$ cat config.mk
export PLATFORM = sky130hd
export DESIGN_NAME = conv3_seq_ctrl
export DESIGN_NICKNAME = d
export VERILOG_FILES = /design/src/rtl/conv3_seq_ctrl.sv
export SDC_FILE = /design/constraint.sdc
export NUM_CORES = 1
export LEC_CHECK = 0
export ABC_AREA = 1
export CORE_AREA = 2 2 315 317
export DETAILED_ROUTE_END_ITERATION = 7
export DIE_AREA = 0 0 317 319
export HOLD_SLACK_MARGIN = 0.03
export PLACE_DENSITY = 0.6
export RECOVER_POWER = 100
export REMOVE_ABC_BUFFERS = 1
export SLEW_MARGIN = 20
export SYNTH_ARGS = -nofsm -noshare
export SYNTH_HDL_FRONTEND = slang
export SYNTH_SLANG_ARGS = --single-unit
$ cat constraint.sdc
create_clock -name clk -period 9.55 [get_ports clk]
set_input_delay 1.4325 -clock clk [delete_from_list [all_inputs] [get_ports clk]]
set_output_delay 1.4325 -clock clk [all_outputs]
set_load 0.05 [all_outputs]
$ cat src/rtl/conv3_seq_ctrl.sv
// conv3_seq_ctrl: frame sequencer for a 3x3 column-streaming convolution filter.
// It resets the filter, loads KERNEL_SIZE kernel columns, streams NUM_COLS image columns
// under a credit limit sized to the output FIFO, and buffers the filter results in a
// first-word fall-through FIFO for the result sink. A watchdog ends the frame with err
// if the filter stops returning results.
//
// Ports
//   clk, rst_n                    clock, asynchronous active-low reset
//   start / busy / done / err     frame control and status
//   kern_valid/ready, kern_col    kernel column source (one column per beat)
//   col_valid/ready, col_data     image column source
//   f_rst, f_kernel_load,         filter drive: reset, kernel-load mode, beat strobe,
//   f_valid_in, f_input_column,   image column and the three kernel column elements
//   f_kernel_column_0..2
//   f_valid_out, f_output_column  filter result return
//   out_valid/ready, out_col,     result sink; out_idx is the result column index
//   out_idx
module conv3_seq_ctrl #(
   parameter int unsigned DATA_WIDTH     = 16,
   parameter int unsigned KERNEL_SIZE    = 3,
   parameter int unsigned INPUT_COL_SIZE = 12,
   parameter int unsigned NUM_COLS       = 12,
   parameter int unsigned FIFO_DEPTH     = 4,
   parameter int unsigned TIMEOUT        = 16,
   localparam int unsigned OUT_ROWS = INPUT_COL_SIZE - KERNEL_SIZE + 1,
   localparam int unsigned OUT_COLS = NUM_COLS - KERNEL_SIZE + 1,
   localparam int unsigned IDX_W    = (OUT_COLS > 1) ? $clog2(OUT_COLS) : 1
) (
   input  logic                                          clk,
   input  logic                                          rst_n,
   input  logic                                          start,
   output logic                                          busy,
   output logic                                          done,
   output logic                                          err,
   input  logic                                          kern_valid,
   output logic                                          kern_ready,
   input  logic [KERNEL_SIZE-1:0][DATA_WIDTH-1:0]        kern_col,
   input  logic                                          col_valid,
   output logic                                          col_ready,
   input  logic [INPUT_COL_SIZE-1:0][DATA_WIDTH-1:0]     col_data,
   output logic                                          f_rst,
   output logic                                          f_kernel_load,
   output logic                                          f_valid_in,
   output logic [INPUT_COL_SIZE-1:0][DATA_WIDTH-1:0]     f_input_column,
   output logic [DATA_WIDTH-1:0]                         f_kernel_column_0,
   output logic [DATA_WIDTH-1:0]                         f_kernel_column_1,
   output logic [DATA_WIDTH-1:0]                         f_kernel_column_2,
   input  logic                                          f_valid_out,
   input  logic [OUT_ROWS-1:0][DATA_WIDTH-1:0]           f_output_column,
   output logic                                          out_valid,
   input  logic                                          out_ready,
   output logic [OUT_ROWS-1:0][DATA_WIDTH-1:0]           out_col,
   output logic [IDX_W-1:0]                              out_idx
);

   localparam int unsigned KB_W  = $clog2(KERNEL_SIZE + 1);
   localparam int unsigned COL_W = $clog2(NUM_COLS + 1);
   localparam int unsigned CNT_W = $clog2(FIFO_DEPTH + 1);
   localparam int unsigned POP_W = $clog2(OUT_COLS + 1);
   localparam int unsigned WD_W  = $clog2(TIMEOUT + 1);
   localparam int unsigned PTR_W = (FIFO_DEPTH > 1) ? $clog2(FIFO_DEPTH) : 1;

   typedef enum logic [2:0] {StIdle, StFrst, StLoadk, StStream, StDrain, StDone} state_e;

   state_e              state_q;
   logic                busy_q, done_q, err_q;
   logic [KB_W-1:0]     kbeat_q;
   logic [COL_W-1:0]    col_cnt_q;
   logic [CNT_W-1:0]    inflight_q;
   logic [POP_W-1:0]    popped_q;
   logic [WD_W-1:0]     wd_cnt_q;

   logic [PTR_W-1:0]    wr_ptr_q, rd_ptr_q;
   logic [CNT_W-1:0]    fifo_count_q;
   logic [OUT_ROWS-1:0][DATA_WIDTH-1:0] mem_q [FIFO_DEPTH];

   logic                kern_fire, col_fire, credit_ok;
   logic [CNT_W:0]      credit_sum;
   logic                infl_inc, infl_dec;
   logic                push, do_push, pop, fifo_full, fifo_clr, wd_fire;

   function automatic logic [PTR_W-1:0] ptr_inc(input logic [PTR_W-1:0] p);
      return (p == PTR_W'(FIFO_DEPTH - 1)) ? '0 : p + PTR_W'(1);
   endfunction

   // Every column sent to the filter may come back as a result, so results still inside
   // the filter are counted against the FIFO space; this is what keeps the FIFO from
   // overflowing even though f_valid_out has no backpressure.
   assign credit_sum = {1'b0, fifo_count_q} + {1'b0, inflight_q};
   assign credit_ok  = credit_sum < (CNT_W + 1)'(FIFO_DEPTH);

   assign kern_ready    = (state_q == StLoadk);
   assign col_ready     = (state_q == StStream) && credit_ok;
   assign kern_fire     = kern_valid && kern_ready;
   assign col_fire      = col_valid && col_ready;
   assign f_kernel_load = (state_q == StLoadk);
   assign f_valid_in    = kern_fire || col_fire;
   assign f_rst         = !rst_n || (state_q == StFrst);

   assign f_input_column    = col_data;
   assign f_kernel_column_0 = kern_col[0];
   assign f_kernel_column_1 = kern_col[1];
   assign f_kernel_column_2 = kern_col[2];

   // The first KERNEL_SIZE-1 columns only prime the window and produce no result.
   assign infl_inc = col_fire && (col_cnt_q >= COL_W'(KERNEL_SIZE - 1));
   assign infl_dec = f_valid_out && (state_q != StIdle) && (inflight_q != '0);

   assign busy = busy_q;
   assign done = done_q;
   assign err  = err_q;

   assign wd_fire = (state_q == StDrain) && (popped_q != POP_W'(OUT_COLS)) && !f_valid_out &&
                    (wd_cnt_q == WD_W'(TIMEOUT - 1)) && (inflight_q != '0);

   always_ff @(posedge clk or negedge rst_n) begin
      if (!rst_n) begin
         state_q    <= StIdle;
         busy_q     <= 1'b0;
         done_q     <= 1'b0;
         err_q      <= 1'b0;
         kbeat_q    <= '0;
         col_cnt_q  <= '0;
         inflight_q <= '0;
         popped_q   <= '0;
         wd_cnt_q   <= '0;
      end else begin
         done_q <= 1'b0;
         if (infl_inc && !infl_dec) begin
            inflight_q <= inflight_q + CNT_W'(1);
         end else if (infl_dec && !infl_inc) begin
            inflight_q <= inflight_q - CNT_W'(1);
         end
         if (pop) begin
            popped_q <= popped_q + POP_W'(1);
         end
         case (state_q)
            StIdle: begin
               if (start) begin
                  state_q    <= StFrst;
                  busy_q     <= 1'b1;
                  err_q      <= 1'b0;
                  kbeat_q    <= '0;
                  col_cnt_q  <= '0;
                  inflight_q <= '0;
                  popped_q   <= '0;
                  wd_cnt_q   <= '0;
               end
            end
            StFrst: state_q <= StLoadk;
            StLoadk: begin
               if (kern_fire) begin
                  kbeat_q <= kbeat_q + KB_W'(1);
                  if (kbeat_q == KB_W'(KERNEL_SIZE - 1)) begin
                     state_q <= StStream;
                  end
               end
            end
            StStream: begin
               if (col_fire) begin
                  col_cnt_q <= col_cnt_q + COL_W'(1);
                  if (col_cnt_q == COL_W'(NUM_COLS - 1)) begin
                     state_q  <= StDrain;
                     wd_cnt_q <= '0;
                  end
               end
            end
            StDrain: begin
               if (popped_q == POP_W'(OUT_COLS)) begin
                  state_q <= StDone;
                  done_q  <= 1'b1;
               end else if (wd_fire) begin
                  err_q   <= 1'b1;
                  state_q <= StDone;
                  done_q  <= 1'b1;
               end else if (f_valid_out) begin
                  wd_cnt_q <= '0;
               end else if (wd_cnt_q != WD_W'(TIMEOUT)) begin
                  wd_cnt_q <= wd_cnt_q + WD_W'(1);
               end
            end
            StDone: begin
               state_q <= StIdle;
               busy_q  <= 1'b0;
            end
            default: state_q <= StIdle;
         endcase
      end
   end

   // Result FIFO. Results arriving while idle belong to no frame and are dropped.
   assign push      = f_valid_out && (state_q != StIdle);
   assign out_valid = (fifo_count_q != '0);
   assign pop       = out_valid && out_ready;
   assign fifo_full = (fifo_count_q == CNT_W'(FIFO_DEPTH));
   assign do_push   = push && (!fifo_full || pop) && !fifo_clr;
   assign fifo_clr  = ((state_q == StIdle) && start) || wd_fire;
   assign out_col   = mem_q[rd_ptr_q];
   assign out_idx   = popped_q[IDX_W-1:0];

   always_ff @(posedge clk or negedge rst_n) begin
      if (!rst_n) begin
         wr_ptr_q     <= '0;
         rd_ptr_q     <= '0;
         fifo_count_q <= '0;
      end else if (fifo_clr) begin
         wr_ptr_q     <= '0;
         rd_ptr_q     <= '0;
         fifo_count_q <= '0;
      end else begin
         if (do_push) begin
            wr_ptr_q <= ptr_inc(wr_ptr_q);
         end
         if (pop) begin
            rd_ptr_q <= ptr_inc(rd_ptr_q);
         end
         if (do_push && !pop) begin
            fifo_count_q <= fifo_count_q + CNT_W'(1);
         end else if (pop && !do_push) begin
            fifo_count_q <= fifo_count_q - CNT_W'(1);
         end
      end
   end

   always_ff @(posedge clk) begin
      if (do_push) begin
         mem_q[wr_ptr_q] <= f_output_column;
      end
   end

endmodule

==> results by stage, run 1 <==
Status:
- The run finished, with violations left.
- The checks that failed: capacitance limit, slew limit.

Logic synthesis:
- The most common cell in the synthesized netlist is sky130_fd_sc_hd__edfxtp_1.
- Of the total synthesized cell area, the portion taken by AND, OR, NAND and NOR gates is 0.0661.
- The average instance in the mapped netlist occupies 13.3 um2.
- The main combinational cell family by area after synthesis is compound AO/OA/AOI/OAI gates.
- In this run, synthesis produced a sequential element count of 671.
- The synthesized design contains 640 enable-type register cells.
- Of the total synthesized cell area, the portion taken by full adders, half adders and majority gates is 0.00896.
- The number of distinct library cell variants in the gate-level netlist after synthesis is 31.
- For this run, the leading register cell type out of synthesis is sky130_fd_sc_hd__edfxtp_1.
- The fraction of synthesized cell area in xor and xnor cells is 0.000640.
- The post-synthesis compound-gate area fraction is 0.103.
- By count the netlist is led by sky130_fd_sc_hd__edfxtp_1, sky130_fd_sc_hd__nor2_1, sky130_fd_sc_hd__o21ai_0.
- The share of the Yosys chip area taken by registers is 0.731.
- By area the synthesized netlist is led by sky130_fd_sc_hd__edfxtp_1, sky130_fd_sc_hd__buf_4, sky130_fd_sc_hd__o21ai_0, sky130_fd_sc_hd__nor2_1, sky130_fd_sc_hd__o22ai_1.
- Of the post-synthesis cell area, the part taken by muxes is 0.000411.
- The biggest area contributor in the post-synthesis netlist is sky130_fd_sc_hd__edfxtp_1.
- The synthesized cell area is 27400 um2.
- The post-synthesis async set-or-reset flop share is 0.0462.
- After technology mapping, the gate count stands at 2055.
- The proportion of netlist area held by the largest area contributor is 0.702.
- Yosys printed 0 warnings.

Clock network:
- The number of hold-repair buffers added at the cts stage is 0.
- The clock sink count is 671.
- TritonCTS built the clock tree.
- In this run the number of H-tree levels came out at 3.
- The buffers inserted during post-CTS setup optimization is 0.
- The tree is rooted in a sky130_fd_sc_hd__clkbuf_16.
- The clock latency of the later-clocked register in the worst-skew pair is 0.65 ns.
- The number of gates resized after cts is 0.
- After clock tree synthesis, the clock-pin slew on the worst setup and hold paths is 0.06 ns.
- Counting the buffers created by CTS gives 75.
- In this run the deepest clock path goes through 3 buffers.

Routing:
- The met2 wire length is 45800 um.
- The wire length after detailed routing is 122000 um.
- The length of routed met3 wiring is 24800 um.
- The first routing iteration left 1608 violations.
- The remaining antenna violation count is 0.
- In the final routing, the length of wire on met1 measures 44600 um.
- The via count is 17.2k.
- The highest layer touched by signal routing is met5.
- The average wire per cell in the routed design is 34.9 um.
- Before antenna repair, the detailed router went through 5 iterations.
- The via density per instance is 4.90.
- For this run, design rule violations remaining after detail routing come to 0.

Cells and area:
- The number of standard cells in the final layout excluding fillers is 3505.
- Measured on the finished design, the core utilization comes to 0.335.
- The area growth from synthesis to layout is 19.4%.
- The layout cell share with drive strength beyond 1 is 0.0632.
- At the end of the flow, the number of nets in the layout was 2567.

Timing:
- The max-slew violation total from the final report is 607.
- Setup repair after global routing left no endpoint under its margin.
- The slew of the pin with the lowest slew margin is 3.77 ns.
- The final hold violation count is 0.
- The highest clock frequency the design can meet is 136 MHz.
- The final period demand of the worst path is 7.38 ns.
- In the finished design, the share of the clock period the worst path needs comes to 0.773.
- The post-route worst hold slack is 0.504 ns.
- The clock tree skew after final layout is 0.0266 ns.
- The worst slew margin relative to its limit is -1.51.
- Setup violations remaining at the end of the flow were counted as 0.

Pwr:
- The total power draw is 11.5 mW.
- The power share of the sequential group is 0.345.
- The share of total power dissipated in combinational logic is 0.410.
- The switching component of the power is 4.94 mW.
- The worst ir drop on vdd is 0.000271 V.
- Of the total power, the share spent switching nets is 0.428.
- Internal power comes to 6.61 mW.
- The portion of total power attributed to the clock network is 0.245.
- The static power due to leakage is 10.8 nW.
- Dividing total power by cell area gives a power density of 353 nW/um2.

Floorplanning:
- The die span in x is 317 um.
- The number of ports placed on the die boundary is 820.
- The floorplan step defined a die boundary enclosing 101000 um2.
- The region available for standard cell placement spans 97700 um2.
- The die is 319 um tall.
- After floorplanning, the core was divided into 115 placement rows.
- The starting density of the core is 0.280.

Placed design:
- The number of instances in the placed design is 3351.
- Buffers placed on the I/O ports in this run total 339.
- The estimated wirelength of the detail-placed design is 85600 um.
- The congestion estimate from routability-driven global placement came to 0.786.

Hold path:
- The path type of the worst min-delay path is register to register.

Setup path:
- The type of origin of the critical path is an input pin.
- Following the worst setup path forward leads to its endpoint at mem_q[1][84]$_DFFE_PP_.
- The number of buffer and inverter stages on the critical path is 3.
- The slowest cell on the critical path is sky130_fd_sc_hd__clkbuf_2.
- The critical path in this run is classified as input pin to register.
- The worst register-to-register path has a depth of 6.
- The critical-path maximum fanout is 108.
- The launch point of the worst reg-to-reg path is state_q[2]$_DFFE_PN0P_.
- Walking the worst path, the cells encountered are dlygate4sd3_1 > nand3_1 > nor2_1 > clkbuf_2 > buf_4.
- The first element of the critical path is f_valid_out.
- For the worst setup path, the data arrival time is 7.63 ns.
- The setup check on the worst reg-to-reg path leaves a slack of 2.99 ns.
- Counting buffers and inverters, the worst setup path is 5 cells deep.
- For this run, the slowest stage of the critical path takes 2.48 ns.
- The kind of end point of the critical path is a register.
- The cell family contributing the most delay on the critical path is buffers and inverters.
- Data on the critical path is required at its endpoint by 9.80 ns.
- The endpoint identified for the worst register-to-register timing path is mem_q[1][84]$_DFFE_PP_.

Run:
- Across the run, the number of max-cap violations was 14.

Global route:
- In the global route stage, overall resource usage came out at 0.237.
- The number of global-route vias before repair is 16.2k.
- The total global routing overflow is 0.
- The number of antenna violations at the first check in global routing is 55.
- The wire length of the first global-routing pass is 158000 um.
- The pin count of the biggest net entering global routing is 199.
power groups by stage:
| stage | Clock, mW | Sequential, mW | Combinational (mW) |
|---|---|---|---|
| global placement | 0 | 4.01 | 5.01 |
| floorplan | 0 | 4.22 | 2.98 |
| CTS | 2.91 | 3.96 | 5.03 |
| finish | 2.83 | 3.98 | 4.74 |
| detailed placement | 0 | 4.01 | 5.00 |
| global route | 3.02 | 4.03 | 5.05 |
logic make-up (layout without fill, tap and decap cells):
kind of cell,Yosys count,count (layout)
AOI/OAI and AO/OA,516,516
xor gates and xnor gates,2,2
adders and majority gates,19,19
and+or+nand+nor,448,448
buffers and inverters,398,544
DFF,671,671
muxes,1,1
other,0,17
metrics by stage:
stage	TNS, ns	setup WS (ns)	instance area [um2]
finish	0	2.17	32700
global route	0	1.72	32700
CTS	0	3.42	32800
detailed placement	0	4.12	30300
global placement	0	4.26	30300
floorplan	-263.70	-1.65	25100
placed cells by master, fill, tap and decap left out, drive strengths merged:
| master | n |
|---|---|
| a211oi | 1 |
| a21oi | 13 |
| buf | 9 |
| bufinv | 5 |
| clkbuf | 101 |
| clkdlybuf4s50 | 6 |
| clkinv | 35 |
| clkinvlp | 4 |
| dfrtp | 31 |
| diode | 17 |
| dlygate4sd3 | 333 |
| edfxtp | 640 |
| fa | 1 |
| ha | 18 |
| inv | 51 |
| mux2 | 1 |
| nand2 | 62 |
| nand3 | 22 |
| nand4 | 6 |
| nor2 | 353 |
| nor3 | 5 |
| o21ai | 340 |
| o22ai | 161 |
| o31ai | 1 |
| xnor2 | 2 |
metal layers:
layer  GRT usage  vias to the layer above
li1            -                     7436
met1       0.258                     8324
met2       0.301                     1077
met3       0.221                      287
met4      0.0940                       66
met5       0.126                        -
worst min path at each step:
stage                           startpoint                     end  slack (ns)  cells past startpoint
floorplan           kbeat_q[0]$_DFFE_PN0P_  kbeat_q[0]$_DFFE_PN0P_        0.46                      1
global placement    kbeat_q[0]$_DFFE_PN0P_  kbeat_q[0]$_DFFE_PN0P_        0.50                      1
detailed placement  kbeat_q[0]$_DFFE_PN0P_  kbeat_q[0]$_DFFE_PN0P_        0.49                      1
CTS                 kbeat_q[0]$_DFFE_PN0P_  kbeat_q[0]$_DFFE_PN0P_        0.50                      1
global route        kbeat_q[1]$_DFFE_PN0P_  kbeat_q[1]$_DFFE_PN0P_        0.53                      1
finish              kbeat_q[0]$_DFFE_PN0P_  kbeat_q[0]$_DFFE_PN0P_        0.50                      1
cell type report:
cell class,count,area [um2]
clock inverters,45,433
inverters,50,196
multi-input cells,986,4850
flip-flops and latches,671,20000
clock buffers,92,2010
diodes,17,42.5
repair buffers,357,3530
fillers,9462,65000
well taps,1287,1610
flip-flops by register name, indices dropped and copies added (netlist names):
signal,cells
col_cnt_q,4
done,1
state_q,3
wd_cnt_q,5
out_idx,4
fifo_count_q,3
kbeat_q,2
rd_ptr_q,2
err,1
mem_q,640
inflight_q,3
wr_ptr_q,2
busy,1
worst reg2reg max path: stages (launching register included):
cell                       delay (ns)
sky130_fd_sc_hd__dfrtp_1         0.40
sky130_fd_sc_hd__inv_1           0.13
sky130_fd_sc_hd__nand2_2         0.15
sky130_fd_sc_hd__nand3_1         0.33
sky130_fd_sc_hd__nor2_1          1.75
sky130_fd_sc_hd__clkbuf_2        2.49
sky130_fd_sc_hd__buf_4           0.91
Note: power is estimated with default switching activity, not from simulation.
==> run 2, diff against run 1 <==
==> constraint.sdc (replaced) <==
create_clock -name clk -period 7.6 [get_ports clk]
set_input_delay 1.14 -clock clk [delete_from_list [all_inputs] [get_ports clk]]
set_output_delay 1.14 -clock clk [all_outputs]
set_load 0.05 [all_outputs]
==> run 2 against run 1 <==
  * The flow still finishes with violations (capacitance limit, slew limit)
  * Sequential power is 26% higher
  * Routed wire length is 0.59% lower
  * Utilization is 0.088 points lower
  * Highest routed layer unchanged
  * Count of clock-buffer cells in the layout is 2 higher
  * Critical endpoint is now mem_q[3][148]$_DFFE_PP_
  * Non-clock buffer count is 3 lower
  * First-iteration DRC count is 12% lower
  * Critical path depth stayed put
==> results by stage, run 2 (synthesis gave the netlist of run 1 again) <==
Status:
- Result of the run: complete, but fails checks (unchanged).
- Failing checks: capacitance limit, slew limit (unchanged).

Placed design:
- The placed standard-cell area is 30400 um2 (was 30300 um2).
- The last weighted congestion value of the routability-driven placer is 0.784 (was 0.786).
- The placement-stage worst setup slack is 2.83 ns (was 4.12 ns).
- The count of port buffers added during placement is 339 (unchanged).
- The estimated wirelength of the detail-placed design was 83200 um (was 85600 um).

Cells and area:
- The multi-input logic area was 4860 um2 (was 4850 um2).
- The flip-flop count of the largest register after layout is 640 (unchanged).
- Top library cells by usage in the layout, fill and taps aside: sky130_fd_sc_hd__edfxtp_1, sky130_fd_sc_hd__nor2_1, sky130_fd_sc_hd__o21ai_0, sky130_fd_sc_hd__dlygate4sd3_1, sky130_fd_sc_hd__o22ai_1 (unchanged).
- The post-layout utilization of the core was 0.334 (was 0.335).
- The layout-stage area growth over the synthesis result is 19.1% (was 19.4%).
- The most common cell after layout, fill and taps aside is sky130_fd_sc_hd__edfxtp_1 (unchanged).
- Leading registers by flop count: mem_q (640), wd_cnt_q (5) (unchanged).
- The register bank with the most flops is mem_q (unchanged).
- The layout cell share with drive strength beyond 1 came to 0.0611 (was 0.0632).
- The storage element area came to 20000 um2 (unchanged).
- The count of nets after finishing is 2563 (was 2567).
- The fill cell instance count of the final layout is 9491 (was 9462).
- The post-route cell area was 32600 um2 (was 32700 um2).

Timing:
- The setup violation total in the final timing report is 0 (unchanged).
- The share of the clock period used by the worst path after layout is 0.793.
- The max-slew violation total from the final report came to 581 (was 607).
- The final hold violation count was 0 (unchanged).
- The slew of the pin with the lowest slew margin is 4.33 ns (was 3.77 ns).
- Setup repair after global routing missed its margin: false (unchanged).
- The worst path needs 6.03 ns of the cycle, external delays included.
- The worst slew margin relative to its limit is -1.89 (was -1.51).
- The clock tree skew after final layout came to 0.0273 ns (was 0.0266 ns).
- The final setup slack of the worst path came to 1.57 ns (was 2.17 ns).
- The setup TNS came to 0 ns (unchanged).
- For this run, the top clock speed supported by timing is 166 MHz.

Setup path:
- The critical-path maximum fanout is 132 (was 108).
- The start-to-end type of the worst setup path is input pin to register (unchanged).
- The arrival time at the worst endpoint is 6.30 ns (was 7.63 ns).
- The type of origin of the critical path was an input pin (unchanged).
- The kind of end point of the critical path is a register (unchanged).
- The reg-to-reg setup timing slack is 2.08 ns (was 2.99 ns).
- The critical path required time came to 7.87 ns (was 9.80 ns).

Floorplanning:
- The die span in x is 317 um (unchanged).
- The starting density of the core came to 0.280 (unchanged).
- The die footprint was 101000 um2 (unchanged).
- The number of ports placed on the die boundary was 820 (unchanged).
- The core outline area was 97700 um2 (unchanged).
- The number of placement rows was 115 (unchanged).
- The height of the chip is 319 um (unchanged).

Routing:
- The remaining antenna violation count was 0 (unchanged).
- The via density per instance is 4.94 (was 4.90).
- The wire length after detailed routing is 122000 um (about the same).
- The remaining design rule violation count is 0 (unchanged).
- The average wire per cell in the routed design is 34.8 um (was 34.9 um).
- The via count is 17.3k (was 17.2k).
- The number of iterations in the first detailed-routing pass is 4 (was 5).
- The DRC marker count from the first detailed-route iteration came to 1417 (was 1608).

Clock network:
- The number of buffers inserted during clock tree synthesis is 74 (was 75).
- The buffer cell driving the clock tree root is sky130_fd_sc_hd__clkbuf_16 (unchanged).
- The clock sink count came to 671 (unchanged).
- The clock input transition at the sequential cells of the worst setup and hold paths came to 0.06 ns (about the same).
- The number of hold-repair buffers added at the cts stage is 0 (unchanged).
- The maximum clock path buffer count came to 3 (unchanged).
- The clock latency of the later-clocked register in the worst-skew pair is 0.64 ns (was 0.65 ns).
- The H-tree depth is 3 (unchanged).
- The CTS tree is built (unchanged).
- The number of gates resized after cts is 0 (unchanged).
- The buffers inserted during post-CTS setup optimization is 0 (unchanged).

Pwr:
- The power per standard cell area is 445 nW/um2 (was 353 nW/um2).
- The static power due to leakage is 10.7 nW (was 10.8 nW).
- The total power draw is 14.5 mW (was 11.5 mW).
- The worst ir drop on vdd is 0.000311 V (was 0.000271 V).

Global route:
- The most congested layer reported by global routing is met2 (unchanged).
- The pin count of the biggest net entering global routing is 163 (was 199).
- The total global routing overflow came to 0 (unchanged).
- The global routing usage on met1 is 0.252 (was 0.258).
- The wire length of the first global-routing pass is 156000 um (was 158000 um).
- The number of global-route vias before repair was 16.2k (about the same).
- The routing usage on met3 is 0.226 (was 0.221).
- The global-route met2 utilization was 0.295 (was 0.301).
- The combined global-route utilization of all metal layers was 0.235 (was 0.237).
- The number of antenna violations at the first check in global routing is 46 (was 55).

Hold path:
- The path type of the worst min-delay path is register to register (unchanged).

Run:
- The number of max-cap violations is 10 (was 14).
## run 2: final cells by class
type,instances,share of cell area
Multi-Input combinational cell,986,0.149
Clock buffer,94,0.0607
Antenna cell,22,0.00169
Tap cell,1287,0.0494
Clock inverter,39,0.0108
Timing Repair Buffer,354,0.109
Inverter,50,0.00606
Sequential cell,671,0.614
## run 2: worst max-delay path: stages
cell	delay, ns
sky130_fd_sc_hd__dlygate4sd3_1	0.65
sky130_fd_sc_hd__nand3_1	0.39
sky130_fd_sc_hd__nor2_4	0.17
sky130_fd_sc_hd__clkbuf_2	2.97
sky130_fd_sc_hd__buf_4	0.78
## run 2: through the flow
| step | std cells | hold slack (ns) |
|---|---|---|
| floorplan | 1707 | 0.459 |
| global placement | 3348 | 0.483 |
| detailed placement | 3348 | 0.495 |
| CTS | 3481 | 0.509 |
| global route | 3495 | 0.539 |
| finish | 3503 | 0.509 |
## run 2: power by group
part,internal (mW),total [mW],switching (mW)
registers,4.78,5.01,0.226
logic,1.44,6.03,4.59
clock network,2.02,3.47,1.45
total,8.24,14.5,6.26
## run 2: path summary, 6_finish.rpt
| kind | cells after the start | from | endpoint |
|---|---|---|---|
| max | 5 | f_valid_out | mem_q[3][148]$_DFFE_PP_ |
| min | 1 | kbeat_q[0]$_DFFE_PN0P_ | kbeat_q[0]$_DFFE_PN0P_ |
| max reg2reg | 6 | state_q[1]$_DFFE_PN0P_ | mem_q[3][148]$_DFFE_PP_ |
| min reg2reg | 1 | kbeat_q[0]$_DFFE_PN0P_ | kbeat_q[0]$_DFFE_PN0P_ |
| max in group asynchronous | 2 | rst_n | rd_ptr_q[1]$_DFFE_PN0P_ |
| min in group asynchronous | 2 | rst_n | wd_cnt_q[2]$_DFFE_PN0P_ |
## run 2: per-layer routing
| layer | vias up | routed length (um) |
|---|---|---|
| li1 | 7432 | - |
| met1 | 8406 | 43000 |
| met2 | 1102 | 45200 |
| met3 | 307 | 25700 |
| met4 | 60 | 6030 |
| met5 | - | 1790 |
==> run 3, diff against run 2 <==
==> constraint.sdc (replaced) <==
create_clock -name clk -period 6.1 [get_ports clk]
set_input_delay 0.915 -clock clk [delete_from_list [all_inputs] [get_ports clk]]
set_output_delay 0.915 -clock clk [all_outputs]
set_load 0.05 [all_outputs]
==> run 3 against run 2 <==
  * The run still ends with capacitance limit, slew limit left
  * Global-route usage barely moved
  * Worst hold slack improved by 0.0028 ns
  * Utilization rose by 0.12 points
  * Highest routed layer unchanged
==> results by stage, run 3 (synthesis gave the netlist of run 1 again) <==
Status:
- Result of the run: complete, but fails checks (unchanged).
- Failing checks: capacitance limit, slew limit (unchanged).

Routing:
- The via density per instance was 4.89 (was 4.94).
- The remaining design rule violation count is 0 (unchanged).
- The number of iterations in the first detailed-routing pass is 5 (was 4).
- The wire length after detailed routing came to 122000 um (about the same).
- The via count is 17.2k (was 17.3k).
- The remaining antenna violation count is 0 (unchanged).
- The average wire per cell in the routed design is 34.7 um (was 34.8 um).
- The DRC marker count from the first detailed-route iteration is 1505 (was 1417).

Timing:
- Setup repair after global routing missed its margin: false (unchanged).
- The max-slew violation total from the final report is 213 (was 581).
- The final hold violation count was 0 (unchanged).
- The post-route worst hold slack was 0.511 ns (was 0.509 ns).
- The clock tree skew after final layout is 0.0303 ns (was 0.0273 ns).
- The worst slew margin relative to its limit came to -0.869 (was -1.89).
- The setup TNS is 0 ns (unchanged).
- The highest clock frequency the design can meet is 194 MHz.
- The setup violation total in the final timing report was 0 (unchanged).
- The share of the clock period used by the worst path after layout is 0.847.
- Counting I/O delays and the setup requirement, the final critical path takes 5.17 ns.
- The slew of the pin with the lowest slew margin is 2.80 ns (was 4.33 ns).

Run:
- The number of max-cap violations is 7 (was 10).

Hold path:
- The path type of the worst min-delay path is register to register (unchanged).
- The hold path startpoint was err$_DFFE_PN0P_ (was kbeat_q[0]$_DFFE_PN0P_).

Setup path:
- Ordered list of cells on the worst path: clkbuf_1 > buf_12 > o21ai_0 > o22ai_1 > dlygate4sd3_1 (was dlygate4sd3_1 > nand3_1 > nor2_4 > clkbuf_2 > buf_4).
- The slowest cell on the critical path is sky130_fd_sc_hd__dlygate4sd3_1 (was sky130_fd_sc_hd__clkbuf_2).
- The start-to-end type of the worst setup path is register to output port (was input pin to register).
- The arrival time at the worst endpoint is 4.25 ns (was 6.30 ns).
- The type of origin of the critical path is a register (was input pin).
- The critical path required time is 5.18 ns (was 7.87 ns).
- The critical-path maximum fanout is 121 (was 132).
- The first element of the critical path is rd_ptr_q[1]$_DFFE_PN0P_ (was f_valid_out).
- The largest incremental delay on the critical path is 0.92 ns (was 2.97 ns).
- The launch point of the worst reg-to-reg path is state_q[2]$_DFFE_PN0P_ (was state_q[1]$_DFFE_PN0P_).
- The kind of end point of the critical path was an output port (was register).

Floorplanning:
- The starting density of the core is 0.280 (unchanged).
- The die footprint was 101000 um2 (unchanged).
- The height of the chip came to 319 um (unchanged).
- The number of placement rows is 115 (unchanged).
- The die span in x came to 317 um (unchanged).
- The core outline area is 97700 um2 (unchanged).
- The number of ports placed on the die boundary is 820 (unchanged).

Global route:
- The number of global-route vias before repair came to 16.1k (was 16.2k).
- The combined global-route utilization of all metal layers is 0.235 (about the same).
- The pin count of the biggest net entering global routing is 210 (was 163).
- The number of antenna violations at the first check in global routing came to 35 (was 46).
- The wire length of the first global-routing pass is 156000 um (about the same).
- The total global routing overflow was 0 (unchanged).

Clock network:
- The H-tree depth is 3 (unchanged).
- The clock sink count is 671 (unchanged).
- The number of hold-repair buffers added at the cts stage is 0 (unchanged).
- The maximum clock path buffer count is 3 (unchanged).
- The clock input transition at the sequential cells of the worst setup and hold paths is 0.06 ns (about the same).
- The clock latency of the later-clocked register in the worst-skew pair is 0.63 ns (was 0.64 ns).
- The CTS tree is built (unchanged).
- The number of buffers inserted during clock tree synthesis came to 74 (unchanged).
- The number of gates resized after cts is 0 (unchanged).
- The buffer cell driving the clock tree root is sky130_fd_sc_hd__clkbuf_16 (unchanged).
- The buffers inserted during post-CTS setup optimization was 0 (unchanged).

Cells and area:
- Top library cells by usage in the layout, fill and taps aside: sky130_fd_sc_hd__edfxtp_1, sky130_fd_sc_hd__nor2_1, sky130_fd_sc_hd__o21ai_0, sky130_fd_sc_hd__dlygate4sd3_1, sky130_fd_sc_hd__o22ai_1 (unchanged).
- The flip-flop count of the largest register after layout is 640 (unchanged).
- Leading registers by flop count: mem_q (640), wd_cnt_q (5) (unchanged).
- The most common cell after layout, fill and taps aside was sky130_fd_sc_hd__edfxtp_1 (unchanged).
- The register bank with the most flops is mem_q (unchanged).
- The layout cell share with drive strength beyond 1 is 0.0611 (about the same).
- The count of nets after finishing is 2578 (was 2563).
- The layout-stage area growth over the synthesis result is 19.5% (was 19.1%).
- The post-layout utilization of the core is 0.335 (was 0.334).

Pwr:
- The power per standard cell area is 553 nW/um2 (was 445 nW/um2).
- The static power due to leakage is 10.8 nW (was 10.7 nW).
- The worst ir drop on vdd is 0.000339 V (was 0.000311 V).

Placed design:
- The estimated wirelength of the detail-placed design is 86200 um (was 83200 um).
- The last weighted congestion value of the routability-driven placer came to 0.779 (was 0.784).
- The count of port buffers added during placement was 339 (unchanged).
[run 3: area by class of cell]
class | instances | area, um2
diodes | 23 | 57.6
repair buffers | 369 | 3650
clock buffers | 95 | 2020
inverters | 50 | 198
well taps | 1287 | 1610
flip-flops and latches | 671 | 20000
multi-input cells | 986 | 4850
clock inverters | 40 | 335
fillers | 9490 | 65000
[run 3: worst paths after layout]
path	cells after the start	slack, ns	end
min	2	0.51	err$_DFFE_PN0P_
max	5	0.93	out_col[16]
min reg2reg	2	0.51	err$_DFFE_PN0P_
max reg2reg	5	1.28	mem_q[0][132]$_DFFE_PP_
max in group asynchronous	2	3.34	rd_ptr_q[1]$_DFFE_PN0P_
min in group asynchronous	2	1.37	out_idx[2]$_DFF_PN0_
[run 3: layer usage]
metal | GRT usage | up-vias | part of all wire
met5 | 0.136 | - | 0.016
met4 | 0.100 | 52 | 0.045
met3 | 0.219 | 265 | 0.20
met2 | 0.296 | 1060 | 0.38
met1 | 0.255 | 8364 | 0.36
li1 | - | 7469 | -
[run 3: per-stage QoR]
step | worst slack [ns] | power [mW] | std cells | instance area, um2
4_1_cts | 1.22 | 18.7 | 3498 | 32800
3_5_place_dp | 1.93 | 14.3 | 3363 | 30500
2_1_floorplan | -4.58 | 11.3 | 1707 | 25100
5_1_grt | 0.772 | 18.9 | 3513 | 32700
3_3_place_gp | 1.93 | 14.3 | 3363 | 30500
6_report | 0.932 | 18.1 | 3521 | 32700
[run 3: power by group]
| part | total (mW) | leakage (nW) | internal, mW | switching [mW] |
|---|---|---|---|---|
| logic | 7.57 | 3.43 | 1.83 | 5.75 |
| clock network | 4.32 | 1.14 | 2.52 | 1.81 |
| registers | 6.19 | 6.23 | 5.93 | 0.251 |
[run 3: worst max-delay path, delay by kind of cell, from the launching register on]
kind	cells	cell delay [ns]
buffers and inverters	3	2.13
DFF	1	0.59
AOI/OAI and AO/OA	2	0.53
==> variant, RTL diff (flow settings as in run 2) <==
The parameter `DATA_WIDTH` goes from 16 to 18.
--- a/src/rtl/conv3_seq_ctrl.sv
+++ b/src/rtl/conv3_seq_ctrl.sv
@@ -18,3 +18,3 @@
 module conv3_seq_ctrl #(
-   parameter int unsigned DATA_WIDTH     = 16,
+   parameter int unsigned DATA_WIDTH     = 18,
    parameter int unsigned KERNEL_SIZE    = 3,
Interface: changed (8 resized); port bits go from 820 to 920. No check against the original RTL was run, so the function may have changed too.
==> variant against run 2 <==
The run still ends with capacitance limit, slew limit left; sequential cell count rose by 80; critical path depth fell by 1; synthesized area rose by 11%; non-clock buffer count rose by 46; cell area rose by 11%; power rose by 18%; combinational power rose by 23%; setup slack got worse by 0.46 ns; routed wire length rose by 21%; critical endpoint is now out_col[155]; highest routed layer unchanged.
==> variant: results (changes against run 2) <==
* Outcome: finished, violations left
* Failing checks: capacitance limit, slew limit
* RR Endpoint: mem_q[3][135]
* CP max stage delay at 2.05 ns (-0.92 ns)
* DPL Wire Length at 108000 µm (+29%)
* Routing usage on met3 at 0.306 (+0.0799)
* Dpl cells at 3569 (+6.6%)
* Mux contribution to synthesized area at 0 (-0.000411)
* Leakage at 12.0 nW (+12%)
* Pre-CTS setup slack at 2.93 ns (+0.0953 ns)
* Largest registers: mem_q x720, wd_cnt_q x5
* Sequential-to-total area share from yosys stat at 0.736 (+0.00587)
* TritonRoute pass-1 iters at 5 (+1)
* GR Util met2 at 0.384 (+0.0899)
* Total of max-cap violations at 14 (+4)
* Via-to-Cell Ratio at 5.17 (+4.6%)
* First-pass GRT wire length at 186000 µm (+19%)
* Netlist cell types at 32 (+3.2%)
* Highest-delay cell along the critical path: dfrtp_1
* Final setup skew at 0.0271 ns (-0.000200 ns)
* PortBufs at 379 (+12%)
* Avg Cell Area, Syn at 13.4 µm² (+0.55%)
* Synth top cells by count: edfxtp_1, nor2_1, o21ai_0
* Post-Synth Adder-Cell Area at 0.00806 (-0.000897)
* Compound-Gate Fraction of Synth Area at 0.103 (-0.000504)
* Worst path top cell family by delay: flip-flops
* GR Util met1 at 0.268 (+0.0165)
* Number of global-route vias before repair at 18200 (+12%)
* Share of post-route cells with drive strength above 1 at 0.0577 (-0.00339)
* 1st-iter DRT viols at 1581 (+12%)
* PnR worst setup slack at 1.11 ns (-0.456 ns)
* Final Slew Violations at 633 (+9.0%)
* Vias at 19400 (+12%)
* Synth Area in XOR/XNOR at 0.00115 (+0.000512)
* WHS at 0.500 ns (-0.00878 ns)
* Critical Path Sink: out_col[155]
* Largest net degree at the start of global routing at 193 (+18%)
* GRT Overall Usage at 0.285 (+0.0495)
* Post-synth EDFFs at 720 (+13%)
* Average wire per standard cell at 39.4 µm (+13%)
* DP Area at 33600 µm² (+11%)
* Crit Path Max Fanout at 84 (-36%)
* Fillcell total at 9249 (-2.5%)
* Worst Max-Slew Pin Slew at 3.34 ns (-0.993 ns)
* Sw Pwr at 7.59 mW (+21%)
[variant: cell types whose count changed in the layout (fill, tap and decap cells not counted), moves of 7 or more]
cell and change:
diode_2 +7, dlygate4sd3_1 +38, edfxtp_1 +80, nand2_1 -8
nor2_1 +40, o21ai_0 +36, o22ai_1 +22
[variant: layout make-up]
class                           count  area, µm²  area share
Multi-Input combinational cell   1080       5330       0.147
Sequential cell                   751      22400       0.618
Clock inverter                     47        611      0.0168
Timing Repair Buffer              400       3980       0.110
Tap cell                         1287       1610      0.0444
Antenna cell                       29       72.6     0.00200
Clock buffer                       98       2070      0.0571
Inverter                           51        201     0.00555
[variant: power by group through the flow]
stage | Combinational, mW | Clock, mW | Sequential (mW)
floorplan | 4.55 | 0 | 6.14
global placement | 7.80 | 0 | 5.76
detailed placement | 7.81 | 0 | 5.77
CTS | 7.85 | 4.05 | 5.69
global route | 7.87 | 4.20 | 5.80
finish | 7.42 | 3.99 | 5.73
